[src/rtl/idex_pipe_reg_pkg.sv]
// idex_pipe_reg_pkg: shared helpers for the ID/EX pipeline register
package idex_pipe_reg_pkg;

    localparam int MAX_THREADS = 64;
    localparam int MAX_TID_W   = $clog2(MAX_THREADS);

    function automatic logic flush_hit(input logic [MAX_THREADS-1:0] mask,
                                       input logic [MAX_TID_W-1:0]   tid);
        return mask[tid];
    endfunction

endpackage

[src/rtl/idex_pipe_reg_slot.sv]
// idex_pipe_reg_slot: one payload register plus valid bit with load/clear
module idex_pipe_reg_slot #(
    parameter int W = 8
) (
    input  logic         clk,
    input  logic         rst_n,
    input  logic         i_load,
    input  logic         i_clr,
    input  logic [W-1:0] i_d,
    output logic [W-1:0] o_q,
    output logic         o_valid
);

    logic [W-1:0] r_q;
    logic         r_valid;

    always_ff @(posedge clk or negedge rst_n) begin
        if (!rst_n) begin
            r_q     <= '0;
            r_valid <= 1'b0;
        end else if (i_load) begin
            r_q     <= i_d;
            r_valid <= 1'b1;
        end else if (i_clr) begin
            r_valid <= 1'b0;
        end
    end

    assign o_q     = r_q;
    assign o_valid = r_valid;

endmodule

[src/rtl/idex_pipe_reg.sv]
// idex_pipe_reg: ID/EX register with valid/ready handshake, 2-entry skid buffer,
// per-thread squash, bubble sanitising and a saturating stall counter
module idex_pipe_reg
    import idex_pipe_reg_pkg::*;
#(
    parameter int PROC_DATA_WIDTH        = 16,
    parameter int PROC_REGFILE_LOG2_DEEP = 5,
    parameter int INSTMEM_LOG2_DEEP      = 8,
    parameter int NUM_THREADS            = 4,
    parameter int STALL_CNT_W            = 16,
    localparam int TID_W                 = $clog2(NUM_THREADS)
) (
    input  logic                              CLK,
    input  logic                              RST_N,
    input  logic                              in_valid,
    output logic                              in_ready,
    input  logic                              WRegEn_in,
    input  logic                              WMemEn_in,
    input  logic                              alu_src_in,
    input  logic                              mem_to_reg_in,
    input  logic                              func7_in,
    input  logic [PROC_DATA_WIDTH-1:0]        R1out_in,
    input  logic [PROC_DATA_WIDTH-1:0]        R2out_in,
    input  logic [PROC_DATA_WIDTH-1:0]        sign_ext_in,
    input  logic [PROC_REGFILE_LOG2_DEEP-1:0] WReg1_in,
    input  logic [2:0]                        func3_in,
    input  logic [TID_W-1:0]                  thread_id_in,
    input  logic [INSTMEM_LOG2_DEEP-1:0]      pc_carry_baggage_i,
    input  logic [NUM_THREADS-1:0]            flush_mask,
    output logic                              out_valid,
    input  logic                              out_ready,
    output logic                              WRegEn_out,
    output logic                              WMemEn_out,
    output logic                              alu_src_out,
    output logic                              mem_to_reg_out,
    output logic                              func7_out,
    output logic [PROC_DATA_WIDTH-1:0]        R1out_out,
    output logic [PROC_DATA_WIDTH-1:0]        R2out_out,
    output logic [PROC_DATA_WIDTH-1:0]        sign_ext_out,
    output logic [PROC_REGFILE_LOG2_DEEP-1:0] WReg1_out,
    output logic [2:0]                        func3_out,
    output logic [TID_W-1:0]                  thread_id_out,
    output logic [INSTMEM_LOG2_DEEP-1:0]      pc_carry_baggage_o,
    input  logic                              stall_cnt_clr,
    output logic [STALL_CNT_W-1:0]            stall_cnt
);

    typedef struct packed {
        logic                              wreg_en;
        logic                              wmem_en;
        logic                              alu_src;
        logic                              mem_to_reg;
        logic                              func7;
        logic [PROC_DATA_WIDTH-1:0]        r1;
        logic [PROC_DATA_WIDTH-1:0]        r2;
        logic [PROC_DATA_WIDTH-1:0]        imm;
        logic [PROC_REGFILE_LOG2_DEEP-1:0] wreg1;
        logic [2:0]                        func3;
        logic [TID_W-1:0]                  tid;
        logic [INSTMEM_LOG2_DEEP-1:0]      pc;
    } idex_payload_t;

    idex_payload_t          w_in_pl, w_m_q, w_s_q, w_m_d;
    logic                   w_m_valid, w_s_valid;
    logic                   w_in_fire, w_out_fire, w_m_surv, w_s_surv, w_s_to_m;
    logic                   w_m_load, w_m_clr, w_s_load, w_s_clr, w_s_next;
    logic                   r_in_ready;
    logic [STALL_CNT_W-1:0] r_stall_cnt;

    assign w_in_pl = '{wreg_en: WRegEn_in, wmem_en: WMemEn_in, alu_src: alu_src_in,
                       mem_to_reg: mem_to_reg_in, func7: func7_in, r1: R1out_in,
                       r2: R2out_in, imm: sign_ext_in, wreg1: WReg1_in, func3: func3_in,
                       tid: thread_id_in, pc: pc_carry_baggage_i};

    assign w_in_fire  = in_valid & r_in_ready & ~flush_hit(64'(flush_mask), 6'(thread_id_in));
    assign w_out_fire = w_m_valid & out_ready;
    assign w_m_surv   = w_m_valid & ~w_out_fire & ~flush_hit(64'(flush_mask), 6'(w_m_q.tid));
    assign w_s_surv   = w_s_valid & ~flush_hit(64'(flush_mask), 6'(w_s_q.tid));
    assign w_s_to_m   = ~w_m_surv & w_s_surv;

    // M refills from S first (older), otherwise from the input; S takes the input only behind a live M
    assign w_m_load = w_s_to_m | (~w_m_surv & ~w_s_surv & w_in_fire);
    assign w_m_clr  = ~w_m_surv;
    assign w_m_d    = w_s_to_m ? w_s_q : w_in_pl;
    assign w_s_load = w_in_fire & (w_m_surv | w_s_surv);
    assign w_s_clr  = ~w_s_surv | ~w_m_surv;
    assign w_s_next = w_s_load | (w_s_surv & w_m_surv);

    idex_pipe_reg_slot #(.W($bits(idex_payload_t))) u_slot_m (
        .clk(CLK), .rst_n(RST_N), .i_load(w_m_load), .i_clr(w_m_clr),
        .i_d(w_m_d), .o_q(w_m_q), .o_valid(w_m_valid)
    );

    idex_pipe_reg_slot #(.W($bits(idex_payload_t))) u_slot_s (
        .clk(CLK), .rst_n(RST_N), .i_load(w_s_load), .i_clr(w_s_clr),
        .i_d(w_in_pl), .o_q(w_s_q), .o_valid(w_s_valid)
    );

    always_ff @(posedge CLK or negedge RST_N) begin
        if (!RST_N) begin
            r_in_ready  <= 1'b0;
            r_stall_cnt <= '0;
        end else begin
            r_in_ready  <= ~w_s_next;
            r_stall_cnt <= stall_cnt_clr ? '0 :
                           (w_m_valid & ~out_ready & ~&r_stall_cnt) ? r_stall_cnt + 1'b1 :
                           r_stall_cnt;
        end
    end

    assign in_ready           = r_in_ready;
    assign stall_cnt          = r_stall_cnt;
    assign out_valid          = w_m_valid;
    assign WRegEn_out         = w_m_q.wreg_en & w_m_valid;
    assign WMemEn_out         = w_m_q.wmem_en & w_m_valid;
    assign alu_src_out        = w_m_q.alu_src;
    assign mem_to_reg_out     = w_m_q.mem_to_reg;
    assign func7_out          = w_m_q.func7;
    assign R1out_out          = w_m_q.r1;
    assign R2out_out          = w_m_q.r2;
    assign sign_ext_out       = w_m_q.imm;
    assign WReg1_out          = w_m_q.wreg1;
    assign func3_out          = w_m_q.func3;
    assign thread_id_out      = w_m_q.tid;
    assign pc_carry_baggage_o = w_m_q.pc;

endmodule

[config.mk]
export PLATFORM = sky130hd
export DESIGN_NAME = idex_pipe_reg
export DESIGN_NICKNAME = d
export VERILOG_FILES = /design/src/rtl/idex_pipe_reg_pkg.sv /design/src/rtl/idex_pipe_reg_slot.sv /design/src/rtl/idex_pipe_reg.sv
export SDC_FILE = /design/constraint.sdc
export NUM_CORES = 1
export LEC_CHECK = 0
export BUFFER_PORTS_ARGS = -buffer_cell sky130_fd_sc_hd__buf_2
export CAP_MARGIN = 20
export CORE_MARGIN = 2
export CORE_UTILIZATION = 35
export DETAILED_ROUTE_END_ITERATION = 16
export PLACE_DENSITY = 0.56
export SYNTH_ARGS = -nofsm -noshare
export SYNTH_HDL_FRONTEND = slang
export SYNTH_SLANG_ARGS = --single-unit
[constraint.sdc]
create_clock -name CLK -period 2.19 [get_ports CLK]
set_input_delay 0.219 -clock CLK [delete_from_list [all_inputs] [get_ports CLK]]
set_output_delay 0.219 -clock CLK [all_outputs]
set_load 0.02 [all_outputs]
==> flow_metrics.tcl <==
set metrics [dict create \
    crit_arrival_ps 2420 \
    hold_violations 0 \
    ys_warn_count 0 \
    skew_ps 6.59 \
    vdd_ir_drop_max_mv 0.463 \
    tns_ps 0 \
    tightest_slew_ps 574 \
    cp-end-kind "flip-flop" \
    syn_avg_cell_area_sq_um 12.6 \
    p_total_uw 9690 \
    antenna_found_initial 3 \
    setup_viol 0 \
    clk_pin_slew_ps 60 \
    syn_inst 587 \
    root_buffer "clkbuf_16" \
    core_region_area_sq_um 20900 \
    clock_latency_ps 410 \
    grt_max_degree 58 \
    synth-seq-area-share_pct 54.5 \
    port_buffers 168 \
    placementRows 53 \
    leakagePower_uw 0.00442 \
    yosysTopAreaCellShare_pct 54.5 \
    whs_ps 40.9 \
    area_delta_synth_final_pct 18.9 \
    cts_made_buffers 17 \
    yosys_register_bits 161 \
    powerDensity_nw_per_um2 1100 \
    drv_cap 0 \
    layout_commonest_cell "buf_2" \
    nets 776 \
    outcome "completed" \
    finalCritPeriodShare_pct 97.1 \
    crit_chain "mux2i_2 > a22o_2 > buf_8 > o21ai_4 > buf_12 > mux2_2" \
    worstPathRequired_ps 2490 \
    place_congestion 0.860 \
    crit_family "multiplexers" \
    dp_hpwl_um 11900 \
    drv_slew 0 \
    critPathKind "reg -> reg" \
    grtUsageTotal_pct 17.0 \
    ioPinCount 169 \
    slowest_delay_ps 420 \
    cts_max_level 4 \
    initial_core_util_pct 35.4 \
    clock_path_buffers 2 \
    cts_tree "built" \
    wl_um 18400 \
    ys_types 45 \
    crit_fanout 57 \
    crit_slowest_cell "dfrtp_1" \
    cp-start-kind "flip-flop" \
    fmax_mhz 470 \
    setup_slack_ps 63.6 \
    first_global_vias 5499 \
    pre_cts_ws_ps -298 \
    fillers 1986 \
    drc 0 \
    slew_headroom_pct 61.6 \
    dieArea_sq_um 22300 \
    firstDrtPassIters 4 \
    fin_crit_ps 2130 \
    die_y_um 149 \
    drtIter0Drc 297 \
    path_buf_inv 2 \
    synth_nets 668 \
    grt_overflow_total 0 \
    viasPerCell 5.34 \
    regArea_sq_um 4030 \
    multi_input_area_sq_um 2700 \
    dr_total_vias 5252 \
    layout_common_cells "167 x buf_2, 161 x dfrtp_1, 72 x and3_1" \
    clock-sinks 161 \
    grt_pass1_wl_um 29500 \
    layout-drive-gt1-share_pct 42.7 \
    wl_per_cell_um 18.7 \
    synthTopCellsByArea "dfrtp_1 55%, mux2_2 11%, a221o_1 9.3%, buf_4 6.8%, and3_1 6.1%" \
    yosysTopAreaCell "dfrtp_1" \
    holdCritPathClass "in -> reg" \
    final_antenna_net_count 0 \
    die_w_um 149 \
    synth_area_sq_um 7390 \
]
==> path summary, 6_finish.rpt <==
check | cells after the start | slack, ps | start | end
min in group asynchronous | 2 | 320 | RST_N | stall_cnt[14]$_DFFE_PN0P_
setup reg to reg | 6 | 60 | u_slot_s.o_q[9]$_DFFE_PN0P_ | u_slot_s.o_q[27]$_DFFE_PN0P_
hold / removal | 2 | 40 | sign_ext_in[1] | u_slot_s.o_q[19]$_DFFE_PN0P_
setup / recovery | 6 | 60 | u_slot_s.o_q[9]$_DFFE_PN0P_ | u_slot_s.o_q[27]$_DFFE_PN0P_
max in group asynchronous | 3 | 1150 | RST_N | u_slot_s.o_q[37]$_DFFE_PN0P_
hold reg to reg | 1 | 490 | u_slot_s.o_q[17]$_DFFE_PN0P_ | u_slot_s.o_q[17]$_DFFE_PN0P_
==> worst register-to-register path: cells and delay by family, from the launching register on <==
family,cells,cell delay (ps)
compound gates,2,480
buf+inv,2,510
flops,1,420
mux,2,610
==> through the flow <==
stage,instance area (sq um),utilization [%],cells
2_1_floorplan,7390,-,587
3_3_place_gp,8160,39.1,944
3_5_place_dp,8160,39.1,944
4_1_cts,8730,41.8,978
5_1_grt,8780,42.0,982
6_report,8790,42.1,983
==> what timing repair did <==
item | in CTS | in global routing
setup endpoints to repair | 69 | 69
pin swaps | 2 | 2
endpoints found under the hold margin | 49 | 0
hold buffers | 1 | 0
gates resized for setup | 4 | 5
buffers inserted | 1 | 4
cloned | 1 | 0
==> where the power goes <==
part           leakage (uW)  internal [uW]  switching (uW)
logic               0.00212           1210            1290
clock network      0.000259           1550            1190
registers           0.00204           3940             502
total               0.00442           6700            2980
==> kinds of logic (layout without fill, tap and decap cells) <==
logic type,after synthesis,after routing,synth area share [%]
flops,161,161,54.5
simple gates,122,123,10.1
buf+inv,111,230,9.46
compound gates,109,109,13.3
mux,80,80,12.1
xor+xnor,3,3,0.356
fa+ha+maj,1,1,0.169
other cells,0,1,0
==> registers in the layout (all words and copies together), names as in the netlist <==
register          cells
in_ready              1
stall_cnt            16
u_slot_m.o_valid      1
u_slot_s.o_valid      1
u_slot_m.o_q         71
u_slot_s.o_q         71
==> cell type report <==
type | instances | share of cell area, %
antenna | 1 | 0.0285
clock buffer | 20 | 4.97
clock inverter | 11 | 1.05
inverter | 4 | 0.171
multi-input combinational | 316 | 30.8
sequential | 161 | 45.9
tap | 275 | 3.92
timing repair buffer | 195 | 13.2
==> cells in the mapped netlist (all sizes together) <==
| cell type | instances |
|---|---|
| a21boi | 1 |
| a21oi | 13 |
| a221o | 69 |
| a22o | 3 |
| a22oi | 1 |
| a2bb2oi | 1 |
| and2 | 3 |
| and3 | 72 |
| and3b | 1 |
| and4 | 2 |
| and4b | 1 |
| buf | 88 |
| clkbuf | 19 |
| dfrtp | 161 |
| ha | 1 |
| inv | 4 |
| mux2 | 75 |
| mux2i | 5 |
| nand2 | 7 |
| nand3 | 7 |
| nand3b | 1 |
| nand4 | 5 |
| nor2 | 5 |
| nor2b | 3 |
| nor3 | 2 |
| nor4 | 1 |
| o2111ai | 2 |
| o211ai | 1 |
| o21ai | 10 |
| o22a | 1 |
| o22ai | 1 |
| o2bb2ai | 1 |
| o31ai | 4 |
| o41ai | 1 |
| or3 | 7 |
| or3b | 1 |
| or4 | 4 |
| xor2 | 3 |
==> routing by layer <==
layer,vias up,track usage [%],routed length [um]
met5,-,0,27
met4,4,4.14,80
met3,11,5.63,1330
met2,169,27.6,8920
met1,2693,22.1,8040
li1,2375,-,-
Note: power is estimated with default switching activity, not from simulation.
